==> config.mk <==
export PLATFORM = sky130hd
export DESIGN_NAME = id_ex_reg
export DESIGN_NICKNAME = d
export VERILOG_FILES = /design/src/rtl/id_ex_reg.sv
export SDC_FILE = /design/constraint.sdc
export NUM_CORES = 1
export LEC_CHECK = 0
export CORE_ASPECT_RATIO = 0.5
export CORE_UTILIZATION = 43
export CTS_CLUSTER_SIZE = 40
export DETAILED_ROUTE_END_ITERATION = 12
export GPL_ROUTABILITY_DRIVEN = 0
export PLACE_DENSITY = 0.85
export SETUP_SLACK_MARGIN = 0.05
export SLEW_MARGIN = 15
export SYNTH_ARGS = -nofsm -noshare
export SYNTH_HDL_FRONTEND = slang
export SYNTH_SLANG_ARGS = --single-unit
==> constraint.sdc <==
create_clock -name clk -period 2.7 [get_ports clk]
set_clock_uncertainty 0.2 [all_clocks]
set_input_delay 0.81 -clock clk [delete_from_list [all_inputs] [get_ports clk]]
set_output_delay 0.81 -clock clk [all_outputs]
set_load 0.05 [all_outputs]
==> src/rtl/id_ex_reg.sv <==
// ID/EX pipeline register: captures decode operands for execute, with flush > stall > load
// priority and write-back refresh of captured operands. Optional counters: IDEX_PERF_CNT_EN.
module id_ex_reg #(
   parameter int XLEN   = 32,
   parameter int CTRL_W = 16
) (
   input  logic              clk,
   input  logic              rstn,
   input  logic              stall,
   input  logic              flush,
   input  logic              id_valid,
   input  logic [XLEN-1:0]   id_pc,
   input  logic [XLEN-1:0]   id_readdata1,
   input  logic [XLEN-1:0]   id_readdata2,
   input  logic [XLEN-1:0]   id_imm,
   input  logic [4:0]        id_rs1,
   input  logic [4:0]        id_rs2,
   input  logic [4:0]        id_rd,
   input  logic [CTRL_W-1:0] id_ctrl,
   input  logic              wb_we,
   input  logic [4:0]        wb_rd,
   input  logic [XLEN-1:0]   wb_data,
   output logic              ex_valid,
   output logic [XLEN-1:0]   ex_pc,
   output logic [XLEN-1:0]   ex_readdata1,
   output logic [XLEN-1:0]   ex_readdata2,
   output logic [XLEN-1:0]   ex_imm,
   output logic [4:0]        ex_rs1,
   output logic [4:0]        ex_rs2,
   output logic [4:0]        ex_rd,
   output logic [CTRL_W-1:0] ex_ctrl
`ifdef IDEX_PERF_CNT_EN
   ,
   output logic [31:0]       stall_cnt,
   output logic [31:0]       bubble_cnt
`endif
);

   // Stage control: flush inserts a bubble, stall holds the slot, otherwise the slot loads.
   // Register x0 is never a forwarding source, so wb_rd == 0 cannot refresh an operand.
   logic wb_live;
   logic ld_hit1, ld_hit2;
   logic st_hit1, st_hit2;

   assign wb_live = wb_we && (wb_rd != 5'd0);
   assign ld_hit1 = wb_live && (wb_rd == id_rs1);
   assign ld_hit2 = wb_live && (wb_rd == id_rs2);
   assign st_hit1 = wb_live && (wb_rd == ex_rs1);
   assign st_hit2 = wb_live && (wb_rd == ex_rs2);

   always_ff @(posedge clk or negedge rstn) begin
      if (!rstn) begin
         ex_valid     <= 1'b0;
         ex_pc        <= '0;
         ex_readdata1 <= '0;
         ex_readdata2 <= '0;
         ex_imm       <= '0;
         ex_rs1       <= '0;
         ex_rs2       <= '0;
         ex_rd        <= '0;
         ex_ctrl      <= '0;
      end else if (flush) begin
         ex_valid     <= 1'b0;
         ex_pc        <= '0;
         ex_readdata1 <= '0;
         ex_readdata2 <= '0;
         ex_imm       <= '0;
         ex_rs1       <= '0;
         ex_rs2       <= '0;
         ex_rd        <= '0;
         ex_ctrl      <= '0;
      end else if (stall) begin
         // A held instruction keeps tracking write-backs to its source registers.
         if (st_hit1) ex_readdata1 <= wb_data;
         if (st_hit2) ex_readdata2 <= wb_data;
      end else begin
         ex_valid     <= id_valid;
         ex_pc        <= id_pc;
         ex_readdata1 <= ld_hit1 ? wb_data : id_readdata1;
         ex_readdata2 <= ld_hit2 ? wb_data : id_readdata2;
         ex_imm       <= id_imm;
         ex_rs1       <= id_rs1;
         ex_rs2       <= id_rs2;
         ex_rd        <= id_rd;
         ex_ctrl      <= id_ctrl;
      end
   end

`ifdef IDEX_PERF_CNT_EN
   logic bubble_edge;
   assign bubble_edge = flush || (!stall && !id_valid);

   always_ff @(posedge clk or negedge rstn) begin
      if (!rstn) begin
         stall_cnt  <= '0;
         bubble_cnt <= '0;
      end else begin
         if (stall && !flush && (stall_cnt != 32'hFFFF_FFFF))
            stall_cnt <= stall_cnt + 32'd1;
         if (bubble_edge && (bubble_cnt != 32'hFFFF_FFFF))
            bubble_cnt <= bubble_cnt + 32'd1;
      end
   end
`endif

endmodule

# == Word level (Yosys, flattened, before mapping) ==
# Index checks and enable logic that the tools add are counted.
# totals
reg_bits,160
in_bits,202
output_inout_bits,160
# op_classes
eq_ne,7
n_mux,22
n_reduce_logical,6
# op_table
operator,n
$mux W32,12
$mux W16,2
$mux W5,6
$eq A5 B5 Y1,4
$ne A3 B1 Y1 const B,2
$logic_and A1 B1 Y1,5
$reduce_bool A5 Y1,1
$mux W1,2
$ne A2 B1 Y1 const B,1

# == Depth between registers and ports, before layout ==
# depth
ltp_word,6
depth_mapped,8

# == Least setup slack after synthesis ==
# No wires, ideal clock.
# synth_timing
path_kind,input to register
start,input wb_rd[4]
end,register ex_readdata1[0]
arrival_time_ps,2311
required_ps,2374
path_slack_ps,63
cell_stages,7
path_buffers,2
path_cell_list,buf_2 or4_4 or2_4 nand3_4 o22ai_4 buf_6 a221o_1
# synth_via
elab_chain_len,6
word_cells_on_any_way,10
cone_classes,eq/ne: 3; mux: 3; reduce/logical: 4
# synth_lines
element,line_no,source
from (decl),21,"input logic [4:0] wb_rd,"
$reduce_bool A5 Y1,45,assign wb_live = wb_we && (wb_rd != 5'd0);
$logic_and A1 B1 Y1,45,
$logic_and A1 B1 Y1,46,assign ld_hit1 = wb_live && (wb_rd == id_rs1);
$mux W32,79,ex_readdata1 <= ld_hit1 ? wb_data : id_readdata1;
$mux W32,72,end else if (stall) begin
$mux W32,62,end else if (flush) begin
to (signal assigned),74,if (st_hit1) ex_readdata1 <= wb_data;
to (signal assigned),79,
to (decl),25,"output logic [XLEN-1:0] ex_readdata1,"
# Parallel ways exist; a longest one is shown, timed or not.
# A chain may end at the register's enable or synchronous reset.

# == Worst setup path after layout ==
# layout_timing
start,input wb_rd[0]
end,register ex_readdata1[28]
# Same word-level chain as after synthesis.

==> flow_summary_export.csv <==
group,metric,value,unit
run_status,status,"finished clean",
die,die_area,0.01692,mm^2
yosys,yosysUniqueCellTypes,31,
worst_setup_path,critPathKind,"input pin to register",
layout,area_delta_synth_final,66.73,%
power_and_ir_drop,power.density,561.6,mW/mm^2
grt,grt_use_met2,48.10,%
yosys,yosysWarnings,0,
worst_setup_path,crit_arrival,2720,ps
die,core.rowCount,32,
cts,cts_buffers,17,
place,post-place-ws,-509.4,ps
power_and_ir_drop,power.total,6.592,mW
grt,grt_busiest_layer,"met2",
drt,drtAntennaViolNets,0,
worst_setup_path,critPathLaunchType,"input pin",
cts,cts_tree,"done",
drt,drtIter0Drc,363,
yosys,synth.top_cell.area_share,56.87,%
grt,grt_pass1_vias,6462,
grt,grt_max_degree,97,
yosys,syn_nets,810,
yosys,netlist_instances,608,
yosys,synth_area,0.007041,mm^2
layout,final_cells,1209,
layout,drive_gt1_share,7.895,%
place,hpwl,16010,um
timing,post-route-period-util,97.60,%
drt,first_pass_iters,4,
grt,met3_usage,6.528,%
grt,grt_first_pass_wirelength,34670,um
timing,setup_ws,64.69,ps
job,maxCapViolations,0,
drt,avgViaCountPerCell,5.125,
yosys,yosysTopAreaCell,"dfrtp_1",
worst_setup_path,rr_worst_depth,7,
timing,fin_tns_setup,0,ps
worst_setup_path,slowest_delay,500,ps
die,start_util,44.86,%
cts,clkSinkCount,160,
grt,grt_overflow,0,
cts,clock_tree.root_cell,"clkbuf_16",
timing,rsz0062_at_grt,"true",
worst_setup_path,required,2780,ps
drt,drc_errors,0,
drt,post_drt_wl_per_cell,18.81,um
worst_setup_path,cp_slowest_cell,"clkdlybuf4s50_1",
layout,postLayoutCoreUtil,74.79,%
timing,fin_crit,2635,ps
layout,nNetsFinal,1182,
power_and_ir_drop,p_leak,5.731,nW
worst_setup_path,path_cells,"clkdlybuf4s50_1 -> xor2_1 -> nor2_1 -> a41oi_4 -> buf_4 -> buf_12 -> and2_1 -> a221o_1",
layout,design_area,0.01174,mm^2
worst_setup_path,r2r-start,"ex_rs1[2]",
die,die_w,183.0,um
place,port_buffers,361,
die,core_area,0.01570,mm^2
timing,slew_headroom,50.58,%
drt,drt_wl_total,22750,um
grt,antenna_found_initial,0,
drt,vias,6196,
worst_setup_path,r2r_end,"ex_readdata1[28]",
yosys,ys_seq_area_share,56.87,%
timing,whs,119.3,ps
place,dp_cells,1172,
timing,max_clock_freq,379.5,MHz
die,ios,362,
worst_setup_path,worst-path-max-fanout,8,
cts,clkTransAtPathRegs,60,ps
cts,htree_levels,4,
timing,hold_violations,0,
yosys,synth.area.top_cells,"dfrtp_1 (57%), mux2i_1 (14%), nor2_1 (5.6%)",
min_path,holdCritPathClass,"input pin to asynchronous set/reset pin",
cts,clock_latency,410,ps
timing,setup_violations,0,
layout,diodes,0,
timing,maxSlewViolCount,0,
timing,worst_slew_pin_slew,741.2,ps
grt,track_usage,27.01,%
yosys,ys_seq_elements,160,
power_and_ir_drop,ir_drop,0.0004372,V
yosys,postSynthAreaPerCell,11.58,um^2
grt,grt_use_met1,31.35,%
die,die_y,92.48,um
worst_setup_path,critPathCaptureType,"register",
cts,cts_buffer_depth,2,
layout,n_fill_cell,1096,
worst_setup_path,r2r_slack,620,ps
place,placed_area,0.01099,mm^2
==> where the power goes <==
part           total (mW)  leakage, nW  internal [mW]  switching (mW)
Clock                2.33        0.274           1.42           0.911
Combinational        1.64         3.33          0.699           0.937
Sequential           2.62         2.12           2.54          0.0823
==> Yosys cell counts <==
cell,number
and2_1,32
nand4_1,3
nand4_2,1
and3_1,1
xnor2_1,4
buf_6,7
clkbuf_1,16
buf_1,8
nor2_1,105
or2_2,1
a211o_1,1
o21ai_1,31
o22a_1,1
nand3_4,1
o21a_4,1
nand3_1,4
or4_4,1
inv_1,31
a221o_1,32
nor2b_1,1
a41oi_2,3
mux2i_1,96
a22oi_1,31
buf_2,11
o22ai_4,1
nand2b_1,1
or2_4,1
xor2_1,16
buf_4,4
dfrtp_1,160
o22ai_1,2
==> worst max path at each step <==
stage,from,endpoint,depth (start not counted)
6_report,wb_rd[0],ex_readdata1[28],8
5_1_grt,wb_rd[1],ex_readdata1[3],8
4_1_cts,wb_rd[1],ex_readdata1[22],8
3_5_place_dp,wb_rd[1],ex_readdata1[28],6
3_3_place_gp,wb_rd[1],ex_readdata1[7],6
2_1_floorplan,wb_rd[4],ex_readdata1[0],7
==> flip-flops by register name, indices dropped and copies added, names as in the netlist <==
register and cells:
ex_pc 32, ex_ctrl 16, ex_readdata1 32, ex_rs1 5, ex_valid 1, ex_imm 32, ex_rd 5, ex_rs2 5
ex_readdata2 32
==> cells by family after synthesis <==
group / synth area share (%)
buf+inv: 5.260
flops: 56.87
xor+xnor: 2.488
mux: 13.65
simple gates: 10.06
compound gates: 11.68
==> worst max-delay path, delay by kind of cell <==
family,cells,cell delay [ps]
AOI/OAI and AO/OA,2,490
xor gates and xnor gates,1,200
buffers and inverters,3,820
and+or+nand+nor,2,400
==> layout make-up <==
class                           instances  area, um^2  area share, %
Inverter                               31       116.4         0.9913
Timing Repair Buffer                  398        4079          34.75
Tap cell                              221       276.5          2.356
Clock inverter                          8       118.9          1.013
Sequential cell                       160        4004          34.11
Clock buffer                           19       432.9          3.688
Multi-Input combinational cell        372        2711          23.10
==> placed cells by master (no fill, tap or decap), types with 27 or more instances in the layout <==
master,instances
o21ai_1,31
dfrtp_1,160
a221o_1,32
a22oi_1,31
clkdlybuf4s50_1,322
mux2i_1,96
buf_4,27
inv_1,31
and2_1,32
nor2_1,104
==> layer usage <==
metal | wire [um] | vias to the layer above
met4 | 637 | 0
met2 | 11820 | 252
met5 | 0 | -
met3 | 1421 | 50
li1 | - | 2856
met1 | 8866 | 3038
==> timing repair <==
action                                  CTS  global route
setup buffers                             5             2
resized for setup                        18            22
endpoints found under the setup margin   72            53
pin swaps                                 3             1
hold buffers                              0             0
cloned                                    3             0
Note: power is estimated with default switching activity, not from simulation.
